$ cat src/rtl/instr_executor.sv
// instr_executor: fetches host instruction words and runs register-file, DAC and ADC SPI operations,
// returning read results through a flow-controlled readback port with sticky error flags.
module instr_executor #(
  parameter int N_REGS      = 16,
  parameter int REG_W       = 16,
  parameter int N_DAC       = 32,
  parameter int DAC_W       = 12,
  parameter int ADC_AW      = 16,
  parameter int ADC_DW      = 8,
  parameter int SPI_TIMEOUT = 1024
) (
  input  logic              clk,
  input  logic              reset,
  input  logic              instr_ready,
  output logic              instr_ack,
  input  logic [31:0]       instr_in,
  input  logic              readback_ready,
  output logic              readback_write,
  output logic [31:0]       readback_data,
  output logic              dac_request_write,
  output logic [4:0]        dac_address,
  output logic [DAC_W-1:0]  dac_data,
  output logic              adc_request_write,
  output logic              adc_request_read,
  output logic [ADC_AW-1:0] adc_address,
  output logic [ADC_DW-1:0] adc_data,
  input  logic [ADC_DW-1:0] adc_data_readback,
  input  logic              spi_busy,
  output logic [2:0]        err_flags,
  output logic [2:0]        cu_state,
  output logic [4:0]        cu_instr
);
  localparam int RA_W = $clog2(N_REGS);
  localparam int DA_W = N_DAC > 1 ? $clog2(N_DAC) : 1;
  localparam int TM_W = $clog2(SPI_TIMEOUT);
  localparam logic [4:0] OP_NOP = 5'd0, OP_WR = 5'd1, OP_RD = 5'd2, OP_CLR = 5'd3;
  localparam logic [1:0] SEL_ADC = 2'd0, SEL_DAC = 2'd1, SEL_INT = 2'd2;
  typedef enum logic [2:0] {IDLE, DECODE, WAIT_START, WAIT_BUSY, READBACK} state_t;
  state_t              state_q, state_d;
  logic [31:0]         instr_q, instr_d;
  logic [15:0]         data_q, data_d;
  logic [TM_W-1:0]     timer_q, timer_d;
  logic [2:0]          err_q, err_d;
  logic [REG_W-1:0]    regs_q [N_REGS];
  logic [REG_W-1:0]    regs_d [N_REGS];
  logic [DAC_W-1:0]    shadow_q [N_DAC];
  logic [DAC_W-1:0]    shadow_d [N_DAC];
  logic                ack_q, ack_d, rbw_q, rbw_d;
  logic                dac_wr_q, dac_wr_d, adc_wr_q, adc_wr_d, adc_rd_q, adc_rd_d;
  logic [4:0]          dac_addr_q, dac_addr_d;
  logic [DAC_W-1:0]    dac_data_q, dac_data_d;
  logic [ADC_AW-1:0]   adc_addr_q, adc_addr_d;
  logic [ADC_DW-1:0]   adc_data_q, adc_data_d;
  logic [4:0]          op;
  logic [1:0]          sel;
  logic [RA_W-1:0]     ra;
  logic [4:0]          ch;
  logic                ch_ok;
  assign op    = instr_q[31:27];
  assign sel   = instr_q[26:25];
  assign ra    = instr_q[20 +: RA_W];
  assign ch    = instr_q[24:20];
  assign ch_ok = 32'(ch) < N_DAC;
  always_comb begin
    state_d    = state_q;
    instr_d    = instr_q;
    data_d     = data_q;
    timer_d    = timer_q;
    err_d      = err_q;
    regs_d     = regs_q;
    shadow_d   = shadow_q;
    ack_d      = 1'b0;
    rbw_d      = 1'b0;
    dac_wr_d   = 1'b0;
    adc_wr_d   = 1'b0;
    adc_rd_d   = 1'b0;
    dac_addr_d = dac_addr_q;
    dac_data_d = dac_data_q;
    adc_addr_d = adc_addr_q;
    adc_data_d = adc_data_q;
    case (state_q)
      IDLE: if (instr_ready) begin
        instr_d = instr_in;
        ack_d   = 1'b1;
        state_d = DECODE;
      end
      DECODE: begin
        state_d = IDLE;
        if (op == OP_CLR) err_d = '0;
        else if ((op == OP_WR || op == OP_RD) && sel != 2'd3) begin
          if (sel == SEL_INT) begin
            if (op == OP_WR) regs_d[ra] = instr_q[REG_W-1:0];
            else begin
              data_d  = 16'(regs_q[ra]);
              state_d = READBACK;
            end
          end else if (sel == SEL_DAC) begin
            // an out-of-range channel never reaches the SPI master
            if (!ch_ok) err_d[1] = 1'b1;
            else if (op == OP_WR) begin
              dac_wr_d = 1'b1;
              dac_addr_d = ch;
              dac_data_d = instr_q[DAC_W-1:0];
              shadow_d[ch[DA_W-1:0]] = instr_q[DAC_W-1:0];
              state_d = WAIT_START;
            end
            if (op == OP_RD) begin
              data_d  = ch_ok ? 16'(shadow_q[ch[DA_W-1:0]]) : 16'h0;
              state_d = READBACK;
            end
          end else begin
            adc_wr_d   = op == OP_WR;
            adc_rd_d   = op == OP_RD;
            adc_addr_d = instr_q[8 +: ADC_AW];
            adc_data_d = op == OP_WR ? instr_q[ADC_DW-1:0] : adc_data_q;
            state_d    = WAIT_START;
          end
        end else if (op != OP_NOP) err_d[0] = 1'b1;
      end
      WAIT_START: begin
        timer_d = '0;
        state_d = WAIT_BUSY;
      end
      WAIT_BUSY: begin
        // busy dropping on the final timer cycle still counts as success
        if (!spi_busy) begin
          state_d = op == OP_RD ? READBACK : IDLE;
          data_d  = op == OP_RD ? 16'(adc_data_readback) : data_q;
        end else if (timer_q == TM_W'(SPI_TIMEOUT - 1)) begin
          err_d[2] = 1'b1;
          state_d  = IDLE;
        end else timer_d = timer_q + 1'b1;
      end
      READBACK: if (readback_ready) begin
        rbw_d   = 1'b1;
        state_d = IDLE;
      end
      default: state_d = IDLE;
    endcase
  end
  always_ff @(posedge clk or posedge reset) begin
    if (reset) begin
      state_q    <= IDLE;
      instr_q    <= '0;
      data_q     <= '0;
      timer_q    <= '0;
      err_q      <= '0;
      ack_q      <= 1'b0;
      rbw_q      <= 1'b0;
      dac_wr_q   <= 1'b0;
      adc_wr_q   <= 1'b0;
      adc_rd_q   <= 1'b0;
      dac_addr_q <= '0;
      dac_data_q <= '0;
      adc_addr_q <= '0;
      adc_data_q <= '0;
      for (int i = 0; i < N_REGS; i++) regs_q[i] <= '0;
      for (int i = 0; i < N_DAC; i++) shadow_q[i] <= '0;
    end else begin
      state_q    <= state_d;
      instr_q    <= instr_d;
      data_q     <= data_d;
      timer_q    <= timer_d;
      err_q      <= err_d;
      ack_q      <= ack_d;
      rbw_q      <= rbw_d;
      dac_wr_q   <= dac_wr_d;
      adc_wr_q   <= adc_wr_d;
      adc_rd_q   <= adc_rd_d;
      dac_addr_q <= dac_addr_d;
      dac_data_q <= dac_data_d;
      adc_addr_q <= adc_addr_d;
      adc_data_q <= adc_data_d;
      regs_q     <= regs_d;
      shadow_q   <= shadow_d;
    end
  end
  assign instr_ack         = ack_q;
  assign readback_write    = rbw_q;
  assign readback_data     = {instr_q[31:20], 4'h0, data_q};
  assign dac_request_write = dac_wr_q;
  assign dac_address       = dac_addr_q;
  assign dac_data          = dac_data_q;
  assign adc_request_write = adc_wr_q;
  assign adc_request_read  = adc_rd_q;
  assign adc_address       = adc_addr_q;
  assign adc_data          = adc_data_q;
  assign err_flags         = err_q;
  assign cu_state          = state_q;
  assign cu_instr          = op;
endmodule

$ cat config.mk
export PLATFORM = sky130hd
export DESIGN_NAME = instr_executor
export DESIGN_NICKNAME = d
export VERILOG_FILES = /design/src/rtl/instr_executor.sv
export SDC_FILE = /design/constraint.sdc
export NUM_CORES = 1
export LEC_CHECK = 0
export CAP_MARGIN = 20
export CORE_AREA = 3 3 280 282
export DETAILED_ROUTE_END_ITERATION = 7
export DIE_AREA = 0 0 283 285
export HOLD_SLACK_MARGIN = 0.05
export PLACE_DENSITY = 0.68
export SLEW_MARGIN = 15
export SYNTH_ARGS = -nofsm -noshare
export SYNTH_HDL_FRONTEND = slang
export SYNTH_SLANG_ARGS = --single-unit
$ cat constraint.sdc
create_clock -name clk -period 26.4 [get_ports clk]
set_input_delay 5.28 -clock clk [delete_from_list [all_inputs] [get_ports clk]]
set_output_delay 5.28 -clock clk [all_outputs]
set_load 0.01 [all_outputs]
* After elaboration in Yosys (flattened, before gate mapping) *
Cells that the tools add are included.
Widths: inputs -> output; s select.

word-level totals
  bits in registers = 749
  input bits = 45
  output and inout bits = 89

cells by class
  $add $sub $neg = 1
  $lt $le $gt $ge = 4
  eq/ne operators = 26
  multiplexer cells = 64
  bitwise operators = 5
  reduce and logical (&&, ||, !) cells = 19

operators with widths
  cell                   number
  $bwmux 384             1
  $bwmux 256             1
  $mux 16                11
  $bmux 16 s4            1
  $demux 16 s4           1
  $bmux 12 s5            1
  $demux 12 s5           1
  $mux 12                3
  $mux 3                 11
  $pmux 16 s2            1
  $mux 1                 26
  $ne 2x2->1 const B     12
  $mux 10                2
  $pmux 10 s2            1
  $pmux 3 s5             1
  $ne 3x3->1 const B     4
  $reduce_and 6->1       2
  $add 10x1->10 const B  1
  $eq 10x10->1 const B   1
  $eq 5x2->1 const B     2
  $reduce_and 5->1       2
  $reduce_and 3->1       3
  $reduce_and 8->1       1
  $eq 3x2->1 const B     2
  other kinds (21)       27

* Longest topological paths before layout *
Gate-level depths: netlist of run 1.

  depth in word-level cells = 10
  depth in mapped cells = 11

* Least setup slack after synthesis of run 1 *
OpenSTA, ideal clock, no wires.

  path kind = input port to flip-flop
  from = input instr_ready
  to = register instr_q[0]
  library setup time = 0.125 ns
  data arrival time = 6.765 ns
  slack = 19.510 ns
  stages on the path = 4
  path buffers = 1
  cell sequence = nand2b_1 nor3_1 clkbuf_1 mux2_2

on the way
  cells in the longest elaborated chain, start to end = 1

RTL lines
  item                        line  source
  start: declaration          14    input logic instr_ready,
  $reduce_and 2->1 (no line)  --
  end signal: assignment      161   instr_q <= instr_d;
  end: declaration            40    logic [31:0] instr_q, instr_d;

No other way between the ends.
A chain may end at the register's enable or synchronous reset.

* Final worst setup path of run 1 *
  from = register instr_q[20]
  to = output readback_data[20]

RTL lines
  item              line  source
  end: declaration  19    output logic [31:0] readback_data,

No word-level cell between the ends.

==> results.md, run 1 <==
- Status: completed
- Biggest fanout along the worst timing path: 41
- Area used by multi-input combinational logic: 0.0142 mm^2
- Net Sw Frac: 34.3%
- Final-layout setup total negative slack: 0 ps
- Max-Cap Viols: 0
- Int Power: 2.16 mW
- Most used standard cell by instance count after synthesis: dfrtp_1
- Measured slew at the worst slew-check pin: 1130 ps
- Count of vias placed by the detailed router: 20200
- Number of setup violations in the final report: 0
- Worst Path Arrival: 2310 ps
- Placed Cells incl. Taps: 3292
- CP Cell Sequence: clkdlybuf4s50_1
- Switching power of the nets: 1.13 mW
- Post-synthesis register bit count: 749
- First-pass GRT wire length: 136000 um
- Root buffer selected by CTS: clkbuf_16
- Count of buffers inserted at the top-level ports: 128
- Worst rel slew slack: 24.9%
- Startpoint of the most critical hold path: dac_address[1]
- Origin of the critical flop-to-flop path: instr_q[21]
- Number of cells traversed by the worst register-to-register path: 6
- Sequential cell area: 0.0188 mm^2
- Antenna cells: 0
- Vertical extent of the die: 285 um
- GRT Residual Overflow: 0
- Gates resized, CTS repair: 0
- Cell type of the slowest stage on the worst timing path: dfrtp_4
- Sequential fraction of the synthesis area: 55.0%
- GRT Overall Usage: 21.9%
- Slowest cell delay on critical path: 990 ps
- Logic gate share of total power: 23.8%
- Required time reported for the critical path endpoint: 21120 ps
- Post-layout instance count excluding filler cells: 3439
- CTS tree: yes
- Mapped Avg Cell Area: 14.8 um^2
- Critical setup path kind: reg2out
- Top cells by area in the synthesized netlist: dfrtp_1, mux2_2, mux4_2
- Number of buffers between clock root and the deepest sink: 3
- Hold buffer count at CTS: 0
- Count of buffers added by post-CTS timing repair for setup: 0
- Largest net degree at the start of global routing: 182
- Antenna Violating Nets Remaining: 0
- Syn-to-layout area delta: 13.6%
- Tcrit/Tclk final: 28.7%
- DRC violation count after routing: 0
- Fraction of final layout cells sized beyond drive strength 1: 41.5%
- Via density per instance: 5.88
- Hold Violations, Final: 0
- Peak supply drop: 0.0000677 V
- Nets: 2397
- Standard-cell rows: 101
- Count of unique library cells instantiated by Yosys: 59
- Top-Level Pins: 134
- Hold EP: dac_address[1]
- Post-detailed-routing wire length: 88400 um
- Crit. End Element: primary output
- Number of buffer and inverter instances along the worst setup path: 1
- Kind of start point of the critical path: flop
- Clock transition time at the flip-flop clock pins of the worst setup and hold paths: 60 ps
- Number of DRC markers after the initial detailed-route iteration: 1460
- Syn. warnings: 0
- RSZ-0062 raised after global routing: no
- Starting Density: 44.8%
- Number of buffers created by CTS: 82
- Number of max-slew violations in the final report: 0
- Cell type with the largest total area after synthesis: dfrtp_1
- # clock sinks: 749
- Wirelength per Cell: 25.7 um
- Via count of the first global-routing pass: 21500
- Die Area: 0.0807 mm^2
- Ranking of synthesized cells by instance count: dfrtp_1, mux2_2, mux4_2
- Clock H-tree levels: 3
- Critical register-to-register path endpoint: regs_q[91]
- Tightest Hold Check Type: reg2reg
- Total core area: 0.0759 mm^2
- Fin crit period: 7590 ps
- Fraction of post-synthesis cell area in the top cell type by area: 55.0%
- Width of the die: 283 um
- Post-detail-place hpwl: 54900 um
- Layout fillers: 6224
- Power density cells: 85.0 mW/mm^2
- Share of flip-flops with an asynchronous set or reset after synthesis: 100%
- Setup skew after layout: 32.6 ps
- Primary flip-flop cell chosen by synthesis mapping: dfrtp_1
- Reg2reg setup slack: 21820 ps
- Finished Cell Area: 0.0387 mm^2
- Count of flip-flops with a built-in enable after synthesis: 0
- Initial antenna violation count: 2
- Total standard cell area after synthesis: 0.0341 mm^2
- Proportion of power drawn by flip-flops and latches: 41.6%
- Post-Syn Instances: 2308
- Cell leakage power: 18.6 nW
- Clock latency reported for the late side of the worst-skew pair: 640 ps
- CP top delay family: flip-flops
- Final Power: 3.29 mW
- Post-Place Cell Area: 0.0359 mm^2
- Number of iterations in the first detailed-routing pass: 5
- Max frequency: 132 MHz
- Global placement routability congestion: 0.827
- Hold Path Depth: 2
- Part of the power in the clock network: 34.6%
==> cells by family after synthesis <==
kind of cell / count (synthesis) / share of synthesized area (%)
muxes: 917 / 34.5
DFF: 749 / 55.0
and+or+nand+nor: 272 / 4.30
buffers and inverters: 229 / 3.23
AOI/OAI and AO/OA: 130 / 2.61
xor gates and xnor gates: 6 / 0.154
adders and majority gates: 4 / 0.147
other: 1 / 0.0110
==> worst register-to-register path, delay by kind of cell, from the launching register on <==
family,cells,cell delay [ps]
buffers and inverters,2,1540
DFF,1,940
muxes,1,540
and+or+nand+nor,3,1430
==> placed cells by master (no fill, tap or decap), types with 21 or more instances in the layout <==
master,Yosys,routed
dfrtp_1,749,739
mux2_2,653,653
mux4_2,135,135
clkdlybuf4s50_1,0,128
nand2_1,123,123
clkbuf_16,0,83
mux2i_1,76,76
mux2_1,53,53
nor2_1,38,38
buf_4,25,36
o21ai_0,25,25
a21oi_1,21,21
a22oi_1,21,21
==> how the worst max path moves through the flow <==
stage,startpoint,end,depth (start not counted)
2_1_floorplan,reset,adc_address[0],1
3_3_place_gp,reset,instr_q[23],4
3_5_place_dp,reset,instr_q[23],4
4_1_cts,reset,instr_q[23],4
5_1_grt,reset,shadow_q[382],4
6_report,instr_q[20],readback_data[20],1
==> flip-flops by register name, summed over array words and instances (netlist names), 2 cells and up <==
register and cells:
shadow_q 384, regs_q 256, instr_q 32, adc_address 16
data_q 16, dac_data 12, timer_q 10, adc_data 8
dac_address 5, cu_state 3, err_flags 2
==> layer usage <==
layer	global-route usage (%)	vias up	share of wire, %
met1	29.7	11000	43
met2	36.1	570	49
met5	0	-	0.015
li1	-	8514	-
met3	3.93	132	5.4
met4	6.77	2	2.4
==> stage by stage <==
step	worst slack [ps]	utilization [%]	hold slack, ps
6_report	18810	50.9	467
5_1_grt	18500	50.9	486
4_1_cts	18490	50.8	468
3_5_place_dp	17840	47.3	455
3_3_place_gp	17960	47.3	448
2_1_floorplan	101	-	452
==> final cells by class <==
| class | instances | area share [%] |
|---|---|---|
| Inverter | 12 | 0.136 |
| Multi-Input combinational cell | 1334 | 36.8 |
| Sequential cell | 749 | 48.5 |
| Clock buffer | 121 | 6.23 |
| Timing Repair Buffer | 169 | 4.27 |
| Tap cell | 1030 | 3.33 |
| Clock inverter | 24 | 0.692 |
==> power groups by stage <==
stage / combinational (mW) / clock [mW] / sequential, mW
finish: 0.783 / 1.14 / 1.37
global route: 0.826 / 1.21 / 1.38
CTS: 0.773 / 1.16 / 1.38
detailed placement: 0.770 / 0 / 1.40
global placement: 0.759 / 0 / 1.39
floorplan: 0.575 / 0 / 1.26
(Power assumes the default switching activity.)
==> run 2: changes to the inputs <==
PLACE_DENSITY = 0.65   (was 0.68)
clock period = 7.6 ns   (was 26.4 ns; I/O delays follow)
==> run 2 against run 1 <==
Clock power grew to 3.7 times the previous value; largest cell class unchanged; final area grew 0.57%; clock-buffer cell count down 4; sequential cell count unchanged; final cell count barely moved; routed wire length grew 0.21%; highest routed layer is now met4; first-iteration DRC count grew 11%; worst setup slack got worse by 15000 ps; core utilization rose by 0.29 points; critical path depth is 5 higher; non-clock buffer count is 3 lower.
==> results.md, run 2 (same netlist as run 1, synthesis figures left out) <==
- Worst rel slew slack: 24.1% (-0.74 points)
- Number of setup violations in the final report: 0 (unchanged)
- Power density cells: 302 mW/mm^2 (+260%)
- Required time reported for the critical path endpoint: 8110 ps (-13010 ps)
- Width of the die: 283 um (unchanged)
- Kind of start point of the critical path: flop
- Max reg flops: 384 (unchanged)
- Vertical extent of the die: 285 um (unchanged)
- Via density per instance: 5.84 (-0.59%)
- Number of buffers created by CTS: 81 (-1.2%)
- DRC violation count after routing: 0 (unchanged)
- Max frequency: 246 MHz
- Die Area: 0.0807 mm^2 (unchanged)
- Max-Cap Viols: 0 (unchanged)
- Post-detailed-routing wire length: 88600 um (+0.21%)
- Global placement routability congestion: 0.833 (+0.68%)
- Number of DRC markers after the initial detailed-route iteration: 1616 (+11%)
- Slowest cell delay on critical path: 850 ps (-140 ps)
- Syn-to-layout area delta: 14.2%
- Wirelength per Cell: 25.8 um (+0.30%)
- Number of cells traversed by the worst register-to-register path: 6 (unchanged)
- Hold Path Depth: 2 (unchanged)
- GRT Overall Usage: 22.1% (+0.19 points)
- Post-place setup slack: 3540 ps (-14300 ps)
- Gates resized, CTS repair: 0 (unchanged)
- Setup skew after layout: 29.8 ps (-2.81 ps)
- Peak supply drop: 0.000313 V (+360%)
- Registers with the highest flip-flop counts: shadow_q: 384 flops, regs_q: 256 flops, instr_q: 32 flops
- Cell type of the slowest stage on the worst timing path: nor3_2
- Clock transition time at the flip-flop clock pins of the worst setup and hold paths: 60 ps (about the same)
- PnR worst setup slack: 3540 ps (-15280 ps)
- Initial antenna violation count: 1 (-1)
- Nets: 2393 (-0.17%)
- Total core area: 0.0759 mm^2 (unchanged)
- Starting Density: 44.8% (unchanged)
- Final Power: 11.7 mW (+260%)
- Count of buffers inserted at the top-level ports: 128 (unchanged)
- Number of max-slew violations in the final report: 0 (unchanged)
- Layout fillers: 6210 (-0.22%)
- Commonest cells after routing, fill and taps aside: dfrtp_1, mux2_2, mux4_2
- Count of buffers added by post-CTS timing repair for setup: 0 (unchanged)
- Cell leakage power: 18.7 nW (+0.43%)
- Post-layout instance count excluding filler cells: 3436 (-0.087%)
- Tightest Hold Check Type: reg2reg
- Antenna Violating Nets Remaining: 0 (unchanged)
- Tcrit/Tclk final: 53.4%
- Crit. End Element: flop
- CTS tree: yes
- # clock sinks: 749 (unchanged)
- Post-Place Cell Area: 0.0360 mm^2 (about the same)
- Post-detail-place hpwl: 55400 um (+0.81%)
- Utilization of the core after routing: 51.2% (+0.29 points)
- Top-Level Pins: 134 (unchanged)
- Standard-cell rows: 101 (unchanged)
- Count of vias placed by the detailed router: 20100 (-0.68%)
- Fraction of final layout cells sized beyond drive strength 1: 41.6% (+0.13 points)
- Number of iterations in the first detailed-routing pass: 5 (unchanged)
- Status: completed
- Register containing the most flip-flops in the final layout: shadow_q
- Finished Cell Area: 0.0389 mm^2 (+0.57%)
- Measured slew at the worst slew-check pin: 1140 ps (+11.1 ps)
- Critical setup path kind: reg2reg
- Root buffer selected by CTS: clkbuf_16
- Placed Cells incl. Taps: 3288 (-0.12%)
- Hold buffer count at CTS: 0 (unchanged)
- Hold Violations, Final: 0 (unchanged)
- Biggest fanout along the worst timing path: 18 (-56%)
- Clock H-tree levels: 3 (unchanged)
- Antenna cells: 0 (unchanged)
- CP Cell Sequence: or3b_1, or4_4, or3_2, buf_12, nor3_2, mux2_2
- Clock latency reported for the late side of the worst-skew pair: 640 ps (about the same)
- First-pass GRT wire length: 137000 um (+0.63%)
- RSZ-0062 raised after global routing: no
- GRT Residual Overflow: 0 (unchanged)
- Fin crit period: 4060 ps
- Largest net degree at the start of global routing: 184 (+1.1%)
- Via count of the first global-routing pass: 21300 (-0.86%)
- Worst Path Arrival: 4570 ps (+2260 ps)
- Number of buffers between clock root and the deepest sink: 3 (unchanged)
- Commonest non-fill, non-tap cell in the layout: dfrtp_1
[run 2: cell count changes in the layout (fill, tap and decap cells not counted), moves of 2 or more]
cell	delta
buf_4	-7
buf_12	+6
bufinv_16	+7
clkinv_2	-4
clkbuf_1	-5
clkinv_8	+2
[run 2: critical path: cells and delay by family (launching register included)]
family        cells  cell delay (ps)
buf+inv           1              280
mux               1              430
flops             1              460
simple gates      4             2740
[run 2: where the power goes]
group	internal [mW]	switching [mW]	total (mW)	leakage (nW)
sequential	4.16	0.500	4.66	10.3
combinational	1.03	1.84	2.87	6.97
clock	2.58	1.64	4.21	1.42
total	7.77	3.97	11.7	18.7
[run 2: metal layers]
metal | part of all wire (%) | vias up | routed length, um | GRT usage [%]
li1 | - | 8532 | - | -
met1 | 44 | 10800 | 39100 | 30.7
met2 | 48 | 562 | 42100 | 35.2
met3 | 5.4 | 130 | 4820 | 4.21
met4 | 2.9 | 0 | 2570 | 7.17
met5 | 0 | - | 0 | 0
[run 2: area by class of cell]
type,instances,area (um^2),share of cell area (%)
multi-input cells,1334,14200,36.6
well taps,1030,1290,3.31
inverters,12,48.8,0.125
repair buffers,166,1680,4.32
clock buffers,117,2400,6.18
clock inverters,28,470,1.21
flip-flops and latches,749,18800,48.2
[run 2: through the flow]
stage | TNS, ps | hold slack [ps]
3_5_place_dp | 0 | 457
2_1_floorplan | -3136340 | 452
3_3_place_gp | 0 | 452
4_1_cts | 0 | 470
6_report | 0 | 467
5_1_grt | 0 | 488
[run 2: worst paths after layout]
check	start	to	slack, ps
hold reg to reg	dac_data[6]	dac_data[6]	470
setup / recovery	cu_state[2]	shadow_q[185]	3540
max in group asynchronous	reset	adc_data[7]	4450
setup reg to reg	cu_state[2]	shadow_q[185]	3540
min in group asynchronous	reset	instr_q[18]	1420
hold / removal	dac_data[6]	dac_data[6]	470
==> run 3: changes to the inputs <==
PLACE_DENSITY = 0.68   (was 0.65)
clock period = 3.55 ns   (was 7.6 ns; I/O delays follow)
==> run 3 against run 2 <==
Non-clock buffer count rose by 96; register-to-register slack got worse by 3300 ps; clock skew is 2.2 ps higher; global-route usage rose by 0.37 points; first-iteration DRC count fell by 0.80%; final cell count up 3.0%; die area stayed put.
==> results.md, run 3 (same netlist as run 1, synthesis figures left out) <==
- Status: completed
- Post-detail-place hpwl: 59700 um (+7.9%)
- Layer carrying the most global-route usage: met2
- Library cell appearing most often on the critical path: buf_4
- Number of iterations in the first detailed-routing pass: 5 (unchanged)
- Total core area: 0.0759 mm^2 (unchanged)
- Crit. End Element: flop
- Standard-cell rows: 101 (unchanged)
- Number of setup violations in the final report: 0 (unchanged)
- Register containing the most flip-flops in the final layout: shadow_q
- Kind of start point of the critical path: flop
- Gates resized, CTS repair: 0 (unchanged)
- Biggest fanout along the worst timing path: 19 (+1)
- Area used by multi-input combinational logic: 0.0142 mm^2 (about the same)
- Measured slew at the worst slew-check pin: 1100 ps (-37.6 ps)
- Number of DRC markers after the initial detailed-route iteration: 1603 (-0.80%)
- Clock H-tree levels: 3 (unchanged)
- Layout fillers: 6080 (-2.1%)
- Tcrit/Tclk final: 94.2% (+41 points)
- Top-Level Pins: 134 (unchanged)
- GR Util met2: 36.7% (+1.5 points)
- Setup skew after layout: 32.0 ps (+2.20 ps)
- Registers with the highest flip-flop counts: shadow_q: 384 flops, regs_q: 256 flops, instr_q: 32 flops
- Vertical extent of the die: 285 um (unchanged)
- Via count of the first global-routing pass: 22200 (+4.0%)
- Antenna cells: 0 (unchanged)
- Required time reported for the critical path endpoint: 4060 ps (-4050 ps)
- Width of the die: 283 um (unchanged)
- Cell leakage power: 19.2 nW (+2.6%)
- Largest net degree at the start of global routing: 100 (-46%)
- Via density per instance: 5.85 (+0.15%)
- Sequential cell area: 0.0188 mm^2 (unchanged)
- Antenna Violating Nets Remaining: 0 (unchanged)
- Count of vias placed by the detailed router: 20700 (+3.2%)
- Root buffer selected by CTS: clkbuf_16
- CTS tree: yes
- Global placement routability congestion: 0.909 (+9.2%)
- Post-layout instance count excluding filler cells: 3539 (+3.0%)
- Count of buffers added by post-CTS timing repair for setup: 0 (unchanged)
- Reg2reg setup slack: 210 ps (-3330 ps)
- Worst rel slew slack: 26.7% (+2.5 points)
- Fin crit period: 3340 ps (-718 ps)
- RSZ-0062 raised after global routing: no
- Peak supply drop: 0.000385 V (+23%)
- Starting Density: 44.8% (unchanged)
- GRT Overall Usage: 22.5% (+0.37 points)
- Hold buffer count at CTS: 0 (unchanged)
- Fraction of met1 tracks used by global routing: 30.4% (-0.35 points)
- Cell type of the slowest stage on the worst timing path: or4_4
- Die Area: 0.0807 mm^2 (unchanged)
- Syn-to-layout area delta: 16.5%
- Max reg flops: 384 (unchanged)
- DRC violation count after routing: 0 (unchanged)
- Clock latency reported for the late side of the worst-skew pair: 640 ps (about the same)
- Clock transition time at the flip-flop clock pins of the worst setup and hold paths: 60 ps (about the same)
- Max-Cap Viols: 0 (unchanged)
- Commonest non-fill, non-tap cell in the layout: dfrtp_1
- Number of buffers between clock root and the deepest sink: 3 (unchanged)
- Wirelength per Cell: 25.5 um (-1.3%)
- Commonest cells after routing, fill and taps aside: dfrtp_1, mux2_2, mux4_2
- Power density cells: 641 mW/mm^2 (+110%)
- Initial antenna violation count: 3 (+2)
- Max frequency: 299 MHz (+21%)
- CP Cell Sequence: or3b_1, or4_4, or3_2, buf_4, nor3_2, buf_4, mux2_2
- Post-detailed-routing wire length: 90100 um (+1.7%)
- Number of buffers created by CTS: 82 (+1.2%)
- GRT Residual Overflow: 0 (unchanged)
- Tightest Hold Check Type: reg2reg
- Count of buffers inserted at the top-level ports: 128 (unchanged)
- Global routing usage on met3: 4.09% (-0.12 points)
- First-pass GRT wire length: 139000 um (+1.9%)
- # clock sinks: 749 (unchanged)
- Nets: 2490 (+4.1%)
- Placed Cells incl. Taps: 3385 (+3.0%)
- Worst Path Arrival: 3850 ps (-720 ps)
- Slowest cell delay on critical path: 600 ps (-250 ps)
- Utilization of the core after routing: 52.3% (+1.1 points)
- Fraction of final layout cells sized beyond drive strength 1: 43.8% (+2.2 points)
- Critical setup path kind: reg2reg
- Hold Violations, Final: 0 (unchanged)
- Number of max-slew violations in the final report: 0 (unchanged)
run 3: cell count changes in the layout (fill, tap and decap cells not counted), sizes merged:
| cell | previous run | this run |
|---|---|---|
| clkinv | 14 | 24 |
| inv | 13 | 12 |
| bufinv | 11 | 8 |
| buf | 38 | 134 |
| clkbuf | 117 | 118 |
run 3: power by group:
group	switching (mW)	internal, mW
sequential	1.05	8.90
combinational	4.12	2.54
clock	3.51	5.31
total	8.68	16.8
run 3: final cells by class:
cell class / instances / area share, %
Tap cell: 1030 / 3.25
Timing Repair Buffer: 262 / 6.39
Clock buffer: 118 / 6.05
Sequential cell: 749 / 47.3
Clock inverter: 34 / 1.05
Inverter: 12 / 0.123
Multi-Input combinational cell: 1334 / 35.9
run 3: per-layer routing:
layer	part of all wire [%]	vias up	wire (um)
met2	48	639	43500
met1	43	11200	38600
met3	5.9	149	5350
li1	-	8739	-
met4	3.0	2	2690
met5	0.011	-	10
run 3: path summary, 6_finish.rpt:
path                             start              to  depth (start not counted)
setup / recovery           cu_state[0]   shadow_q[112]                          7
hold / removal             dac_data[8]     dac_data[8]                          2
setup reg to reg           cu_state[0]   shadow_q[112]                          7
hold reg to reg            dac_data[8]     dac_data[8]                          2
max in group asynchronous        reset      instr_q[4]                          4
min in group asynchronous        reset  adc_address[9]                          2
run 3: critical path, delay by kind of cell, from the launching register on:
kind,cells,cell delay [ps]
buffers and inverters,2,550
DFF,1,450
muxes,1,360
and+or+nand+nor,4,1840
run 3: through the flow:
| step | power [mW] | setup slack (ps) | TNS [ps] | hold slack, ps | instance area [um^2] |
|---|---|---|---|---|---|
| 5_1_grt | 26.4 | 95.2 | 0 | 492 | 39700 |
| 6_report | 25.4 | 206 | 0 | 467 | 39700 |
| 3_5_place_dp | 16.7 | 245 | 0 | 458 | 36800 |
| 2_1_floorplan | 13.7 | -7430 | -5563100 | 452 | 34100 |
| 4_1_cts | 25.5 | 215 | 0 | 471 | 39600 |
| 3_3_place_gp | 16.5 | 285 | 0 | 448 | 36800 |
